$ cat src/rtl/dmem_access_ctrl_if.sv
// Bus bundle between the MEM-stage pipeline, the access controller and the
// word-addressed data memory.
//   Pipeline side : req_read, req_write, func3, addr, wdata -> controller
//                   rdata, stall, access_fault              <- controller
//   Memory side   : mem_read, mem_write, mem_addr, mem_wdata <- controller
//                   mem_rdata, mem_busywait                  -> controller
// slave  : the controller's view.
// master : the view of the environment (pipeline plus memory) around it.
interface dmem_access_ctrl_if #(
  parameter int unsigned ADDR_WIDTH = 32
);
  logic                  req_read;
  logic                  req_write;
  logic [2:0]            func3;
  logic [ADDR_WIDTH-1:0] addr;
  logic [31:0]           wdata;
  logic [31:0]           rdata;
  logic                  stall;
  logic                  access_fault;
  logic                  mem_read;
  logic                  mem_write;
  logic [ADDR_WIDTH-1:0] mem_addr;
  logic [31:0]           mem_wdata;
  logic [31:0]           mem_rdata;
  logic                  mem_busywait;

  modport slave (
    input  req_read, req_write, func3, addr, wdata, mem_rdata, mem_busywait,
    output rdata, stall, access_fault, mem_read, mem_write, mem_addr, mem_wdata
  );

  modport master (
    output req_read, req_write, func3, addr, wdata, mem_rdata, mem_busywait,
    input  rdata, stall, access_fault, mem_read, mem_write, mem_addr, mem_wdata
  );
endinterface

$ cat src/rtl/dmem_access_ctrl.sv
// MEM-stage data memory access controller.
// Sequences loads/stores onto a word-addressed memory with a busywait
// handshake, extracts and extends load lanes, turns sb/sh into a
// read-modify-write so memory only sees full-word writes, stalls the
// pipeline while an access is in flight and flags misaligned, illegal and
// timed-out accesses.
// Ports:
//   CLK   : clock, all state updates on posedge
//   RESET : synchronous, active-high
//   bus   : dmem_access_ctrl_if.slave (pipeline request/response and
//           memory strobe/handshake signals)
module dmem_access_ctrl #(
  parameter int unsigned ADDR_WIDTH = 32,
  parameter int unsigned WAIT_LIMIT = 255
) (
  input  logic                  CLK,
  input  logic                  RESET,
  dmem_access_ctrl_if.slave     bus
);

  typedef enum logic [2:0] {IDLE, RD, RMW_RD, WR, DONE} state_t;

  localparam int unsigned  CW    = $clog2(WAIT_LIMIT + 1);
  localparam logic [CW-1:0] LIMIT = CW'(WAIT_LIMIT);

  state_t        state_q, state_d;
  logic [CW-1:0] wait_q;
  logic [31:0]   rdata_q, merge_q;
  logic [31:0]   load_word, merge_word;
  logic [7:0]    byte_sel;
  logic [15:0]   half_sel;
  logic          is_half, is_word, req_any, illegal, misaligned;
  logic          active, timeout;
  logic          stall, fault, mem_read, mem_write;

  // request decode (only acted upon in IDLE)
  always_comb begin
    is_half    = (bus.func3[1:0] == 2'b01);
    is_word    = (bus.func3[1:0] == 2'b10);
    req_any    = bus.req_read | bus.req_write;
    illegal    = (bus.req_read & bus.req_write)
               | (bus.req_read & ((bus.func3 == 3'b011) || (bus.func3[2:1] == 2'b11)))
               | (bus.req_write & bus.func3[2]);
    misaligned = (is_half & bus.addr[0]) | (is_word & (bus.addr[1:0] != 2'b00));
  end

  // load lane extraction and sub-word store merge
  always_comb begin
    byte_sel = bus.mem_rdata[{bus.addr[1:0], 3'b000} +: 8];
    half_sel = bus.addr[1] ? bus.mem_rdata[31:16] : bus.mem_rdata[15:0];
    case (bus.func3)
      3'b000:  load_word = {{24{byte_sel[7]}}, byte_sel};
      3'b100:  load_word = {24'h000000, byte_sel};
      3'b001:  load_word = {{16{half_sel[15]}}, half_sel};
      3'b101:  load_word = {16'h0000, half_sel};
      default: load_word = bus.mem_rdata;
    endcase
    merge_word = bus.mem_rdata;
    if (bus.func3[1:0] == 2'b00)
      merge_word[{bus.addr[1:0], 3'b000} +: 8] = bus.wdata[7:0];
    else
      merge_word[{bus.addr[1], 4'b0000} +: 16] = bus.wdata[15:0];
  end

  assign active  = (state_q == RD) || (state_q == RMW_RD) || (state_q == WR);
  // abort takes priority over a transfer that would complete the same cycle
  assign timeout = active && (wait_q == LIMIT);

  always_comb begin
    state_d   = state_q;
    stall     = 1'b0;
    fault     = 1'b0;
    mem_read  = 1'b0;
    mem_write = 1'b0;
    case (state_q)
      IDLE: begin
        if (req_any) begin
          if (illegal || misaligned) begin
            fault = 1'b1;
          end else begin
            stall = 1'b1;
            if (bus.req_read)  state_d = RD;
            else if (is_word)  state_d = WR;
            else               state_d = RMW_RD;
          end
        end
      end
      RD, RMW_RD: begin
        stall = 1'b1;
        if (timeout) begin
          fault   = 1'b1;
          state_d = DONE;
        end else begin
          mem_read = 1'b1;
          if (!bus.mem_busywait) state_d = (state_q == RD) ? DONE : WR;
        end
      end
      WR: begin
        stall = 1'b1;
        if (timeout) begin
          fault   = 1'b1;
          state_d = DONE;
        end else begin
          mem_write = 1'b1;
          if (!bus.mem_busywait) state_d = DONE;
        end
      end
      DONE:    state_d = IDLE;
      default: state_d = IDLE;
    endcase
  end

  always_ff @(posedge CLK) begin
    if (RESET) begin
      state_q <= IDLE;
      rdata_q <= '0;
      merge_q <= '0;
      wait_q  <= '0;
    end else begin
      state_q <= state_d;
      if (state_d != state_q)
        wait_q <= '0;
      else if (active && bus.mem_busywait && (wait_q != LIMIT))
        wait_q <= wait_q + 1'b1;
      if ((state_q == RD) && !timeout && !bus.mem_busywait)
        rdata_q <= load_word;
      if ((state_q == RMW_RD) && !timeout && !bus.mem_busywait)
        merge_q <= merge_word;
    end
  end

  assign bus.rdata        = rdata_q;
  assign bus.stall        = stall;
  assign bus.access_fault = fault;
  assign bus.mem_read     = mem_read;
  assign bus.mem_write    = mem_write;
  assign bus.mem_addr     = {bus.addr[ADDR_WIDTH-1:2], 2'b00};
  assign bus.mem_wdata    = is_word ? bus.wdata : merge_q;

endmodule

$ cat src/flat_wrapper.sv
// flat-port wrapper written by rule: the top's interface ports become plain ports
module dmem_access_ctrl_flat 
#(
  parameter int unsigned ADDR_WIDTH = 32,
  parameter int unsigned WAIT_LIMIT = 255
)
  (CLK, RESET, bus_req_read, bus_req_write, bus_func3, bus_addr, bus_wdata, bus_mem_rdata, bus_mem_busywait, bus_rdata, bus_stall, bus_access_fault, bus_mem_read, bus_mem_write, bus_mem_addr, bus_mem_wdata);
  dmem_access_ctrl_if #(.ADDR_WIDTH(ADDR_WIDTH)) bus_i ();
  input  logic CLK;
  input  logic RESET;
  input wire logic [$bits(bus_i.req_read)-1:0] bus_req_read;
  input wire logic [$bits(bus_i.req_write)-1:0] bus_req_write;
  input wire logic [$bits(bus_i.func3)-1:0] bus_func3;
  input wire logic [$bits(bus_i.addr)-1:0] bus_addr;
  input wire logic [$bits(bus_i.wdata)-1:0] bus_wdata;
  input wire logic [$bits(bus_i.mem_rdata)-1:0] bus_mem_rdata;
  input wire logic [$bits(bus_i.mem_busywait)-1:0] bus_mem_busywait;
  output wire logic [$bits(bus_i.rdata)-1:0] bus_rdata;
  output wire logic [$bits(bus_i.stall)-1:0] bus_stall;
  output wire logic [$bits(bus_i.access_fault)-1:0] bus_access_fault;
  output wire logic [$bits(bus_i.mem_read)-1:0] bus_mem_read;
  output wire logic [$bits(bus_i.mem_write)-1:0] bus_mem_write;
  output wire logic [$bits(bus_i.mem_addr)-1:0] bus_mem_addr;
  output wire logic [$bits(bus_i.mem_wdata)-1:0] bus_mem_wdata;
  assign bus_i.req_read = bus_req_read;
  assign bus_i.req_write = bus_req_write;
  assign bus_i.func3 = bus_func3;
  assign bus_i.addr = bus_addr;
  assign bus_i.wdata = bus_wdata;
  assign bus_i.mem_rdata = bus_mem_rdata;
  assign bus_i.mem_busywait = bus_mem_busywait;
  assign bus_rdata = bus_i.rdata;
  assign bus_stall = bus_i.stall;
  assign bus_access_fault = bus_i.access_fault;
  assign bus_mem_read = bus_i.mem_read;
  assign bus_mem_write = bus_i.mem_write;
  assign bus_mem_addr = bus_i.mem_addr;
  assign bus_mem_wdata = bus_i.mem_wdata;
  dmem_access_ctrl #(.ADDR_WIDTH(ADDR_WIDTH), .WAIT_LIMIT(WAIT_LIMIT)) u_core (.CLK(CLK), .RESET(RESET), .bus(bus_i));
endmodule
$ cat config.mk
export PLATFORM = sky130hd
export DESIGN_NAME = dmem_access_ctrl_flat
export DESIGN_NICKNAME = d
export VERILOG_FILES = /design/src/rtl/dmem_access_ctrl_if.sv /design/src/rtl/dmem_access_ctrl.sv /design/src/flat_wrapper.sv
export SDC_FILE = /design/constraint.sdc
export NUM_CORES = 1
export LEC_CHECK = 0
export CORE_ASPECT_RATIO = 2
export CORE_MARGIN = 2
export CORE_UTILIZATION = 42
export DETAILED_ROUTE_END_ITERATION = 8
export PLACE_DENSITY = 0.9
export SYNTH_ARGS = -nofsm -noshare
export SYNTH_HDL_FRONTEND = slang
export SYNTH_SLANG_ARGS = --single-unit
$ cat constraint.sdc
create_clock -name CLK -period 2.7 [get_ports CLK]
set_input_delay 0.54 -clock CLK [delete_from_list [all_inputs] [get_ports CLK]]
set_output_delay 0.54 -clock CLK [all_outputs]
set_load 0.05 [all_outputs]
==> metrics <==
Gate power share between 20 and 30%; Compound-Gate Fraction of Synth Area a little over a quarter; vias in the first global route slightly below 5k; Synth top area share 33.4%; status complete, no violations; gr usage total between 20% and 30%; MaxCap Viol Count 0; Total Power 3.32 mW; Synth cell types 52; Finished Cell Area slightly below 7000 sq um; post-route clock period utilization about 100%; VDD IR-drop max between 0.4 and 0.5 mV; Starting Density a little over two fifths; R2R depth 6; router iterations before antenna repair 6; Post-Route WL roughly 17,000 um; internal power around 2.3 mW; initial antenna violation count 0; area delta synth->final 49.7%; Layout Cells excl Fill between 800 and 900; adder and majority gate portion of the synthesized area around 1.7%; Post-Synth XOR/XNOR Area ~1.6%; wire length per cell roughly 20 um; number of diodes 0; CTS clk-pin slew, worst paths about 50 ps; multiplexer share of the synthesized area roughly 1.4%; worst skew pair latency about 340 ps; Nets 832; Flop pwr share about a third; Switching Share a little under a third; TritonCTS Buffers 9; Slew HR roughly three fifths; CTS H-tree depth 3; first-pass GRT wire length approximately 26,000 um; number of vias per cell 5.81; top-count cell post-synth nand2_1; # hold bufs at CTS 0; RR Endpoint u_core.bus.rdata[10]; total of warnings raised by yosys 0; Hold Crit Depth 2; Psw around 1 mW; R2R setup slack around 370 ps; crit start category input port; worst hold start u_core.bus.rdata[7]; grt ovf 0; critical path capture point type primary output; Port Buffers about 140; Placed Cells ~850; power density cells roughly 490 nW/um^2; FFs w/ async S/R, synth 0%; Synth Instances 600; measured slew at the worst slew-check pin approximately 630 ps; Core ar. between 10,000 and 15,000 sq um; TritonCTS clock tree built; share of layout cells above drive strength 1 between 15 and 20%; flops & latches, synth 75; CP Data Required Time around 2200 ps; Synth Area in Simple Gates between 20% and 30%; clk root buf clkbuf_16; largest net degree at the start of global routing 65; Hold Path Sink u_core.bus.rdata[7]; Pins Over Slew Limit 0; Antenna Nets Post-Route 0; crit-path max FO 3; die area 11,600 sq um; RSZ-0062 raised after global routing true; setup_tns 0 ps; biggest area consumer among synthesized cells dfxtp_1; CP arrival about 2100 ps; hpwl dp 13,200 um; Period minus WS final approximately 2600 ps; Max Clk Rate approximately 380 MHz; placed cell area between 6000 and 7000 sq um; leakage 2.60 nW; worst reg2reg startpoint u_core.wait_q[0]; clock share of power 35.8%; maximum clock path buffer count 2; worst hold path type flip-flop to flip-flop; Seq/Total Area, Yosys 33.4%; GP Congestion just under 1; crit path kind input port to primary output; largest cells by area after synthesis dfxtp_1, nand2_1, a211oi_1, nor2_1, buf_4; number of flops mapped to enable cells by yosys 0; clock sinks 75; Fin Clk Skew between 3 and 4 ps; num ports just over 200; Post-CTS Setup Bufs 0; DRC viols 0; Final Hold Fails 0; most frequent cells after synthesis nand2_1, dfxtp_1, nor2_1; 1st-iter DRT viols between 600 and 700; Mapped Area between 4000 and 5000 sq um; Most used DFF post-synth dfxtp_1; Die Wd about 77 um; Mean Syn Cell Area around 7.5 sq um; main combinational cell family by area after synthesis compound AO/OA/AOI/OAI gates; total number of vias around 5k; num rows between 50 and 60; final setup fails 0; die span in y 150 um
==> power groups by stage <==
| stage | Clock [mW] | Sequential, mW | Combinational, mW |
|---|---|---|---|
| 2_1_floorplan | 0 | 1.25 | 0.533 |
| 3_3_place_gp | 0 | 1.19 | 0.938 |
| 3_5_place_dp | 0 | 1.19 | 0.947 |
| 4_1_cts | 1.19 | 1.17 | 0.952 |
| 5_1_grt | 1.25 | 1.17 | 1.01 |
| 6_report | 1.19 | 1.17 | 0.961 |
==> critical path, cell delays in order <==
cell and delay (ps):
clkdlybuf4s50_1 490, inv_2 60, ha_2 190, o22a_1 220
o21ai_2 70, o211ai_1 130, a21oi_2 230, buf_12 160
==> cells in the final DEF (no fill, tap or decap), drive strengths merged, types with 3 or more instances in the layout <==
| cell type | count |
|---|---|
| nor3 | 15 |
| a222oi | 16 |
| xor2 | 5 |
| clkbuf | 11 |
| a22oi | 16 |
| and3 | 4 |
| o21ai | 10 |
| inv | 13 |
| o21a | 3 |
| xnor2 | 3 |
| dfxtp | 75 |
| a2111oi | 8 |
| a21oi | 29 |
| a31oi | 4 |
| buf | 81 |
| clkdlybuf4s50 | 103 |
| nand2 | 138 |
| a2bb2oi | 5 |
| mux2i | 3 |
| nor2 | 69 |
| a211oi | 49 |
| o211ai | 10 |
| nand3 | 7 |
| nand2b | 11 |
| ha | 6 |
| clkinv | 3 |
==> cell families (layout without fill, tap and decap cells) <==
logic type,Yosys count,in the layout
fa+ha+maj,6,6
simple gates,257,257
compound gates,160,160
flops,75,75
mux,5,5
buf+inv,88,214
xor+xnor,8,8
other cells,1,2
==> area by class of cell <==
class / instances / area (sq um)
timing repair buffer: 185 / 2150
multi-input combinational: 438 / 2570
tap: 137 / 171
clock inverter: 5 / 52.6
clock buffer: 11 / 243
inverter: 13 / 48.8
sequential: 75 / 1500
fill: 899 / 3740
==> flip-flops by register name, summed over array words and instances, names as in the netlist <==
name,cells
u_core.state_q,3
u_core.merge_q,32
u_core.wait_q,8
u_core.bus.rdata,32
==> per-layer routing <==
layer | global-route usage (%) | up-vias | wire [um]
met5 | 0 | - | 0
met4 | 21.5 | 0 | 1360
met3 | 4.74 | 91 | 1130
met2 | 52.3 | 263 | 8760
met1 | 29.0 | 2306 | 5640
li1 | - | 2360 | -
==> repair_timing <==
item                                   in CTS  in global routing
pin swaps                                   1                  2
gates cloned                                0                  0
endpoints found under the hold margin       0                  0
setup endpoints to repair                   2                  2
gates resized for setup                     3                  6
==> stage by stage <==
stage / setup WS, ps / utilization (%) / hold WS, ps
after floorplan: 24.3 / - / 478
after global placement: -6.50 / 61.2 / 456
after detailed placement: -81.9 / 61.2 / 457
after CTS: 14.9 / 64.1 / 470
after global routing: -7.48 / 64.3 / 487
final: 64.8 / 64.3 / 466
==> how the worst max path moves through the flow <==
| stage | from | to | slack, ps | depth (start not counted) |
|---|---|---|---|---|
| 3_5_place_dp | bus_addr[0] | bus_access_fault | -80 | 8 |
| 2_1_floorplan | bus_addr[0] | bus_access_fault | 20 | 6 |
| 3_3_place_gp | bus_addr[0] | bus_access_fault | -7 | 8 |
| 5_1_grt | bus_func3[1] | bus_access_fault | -7 | 7 |
| 6_report | bus_addr[0] | bus_access_fault | 60 | 8 |
| 4_1_cts | bus_func3[0] | bus_access_fault | 10 | 7 |
No activity file was read; power rests on OpenSTA's default activity.
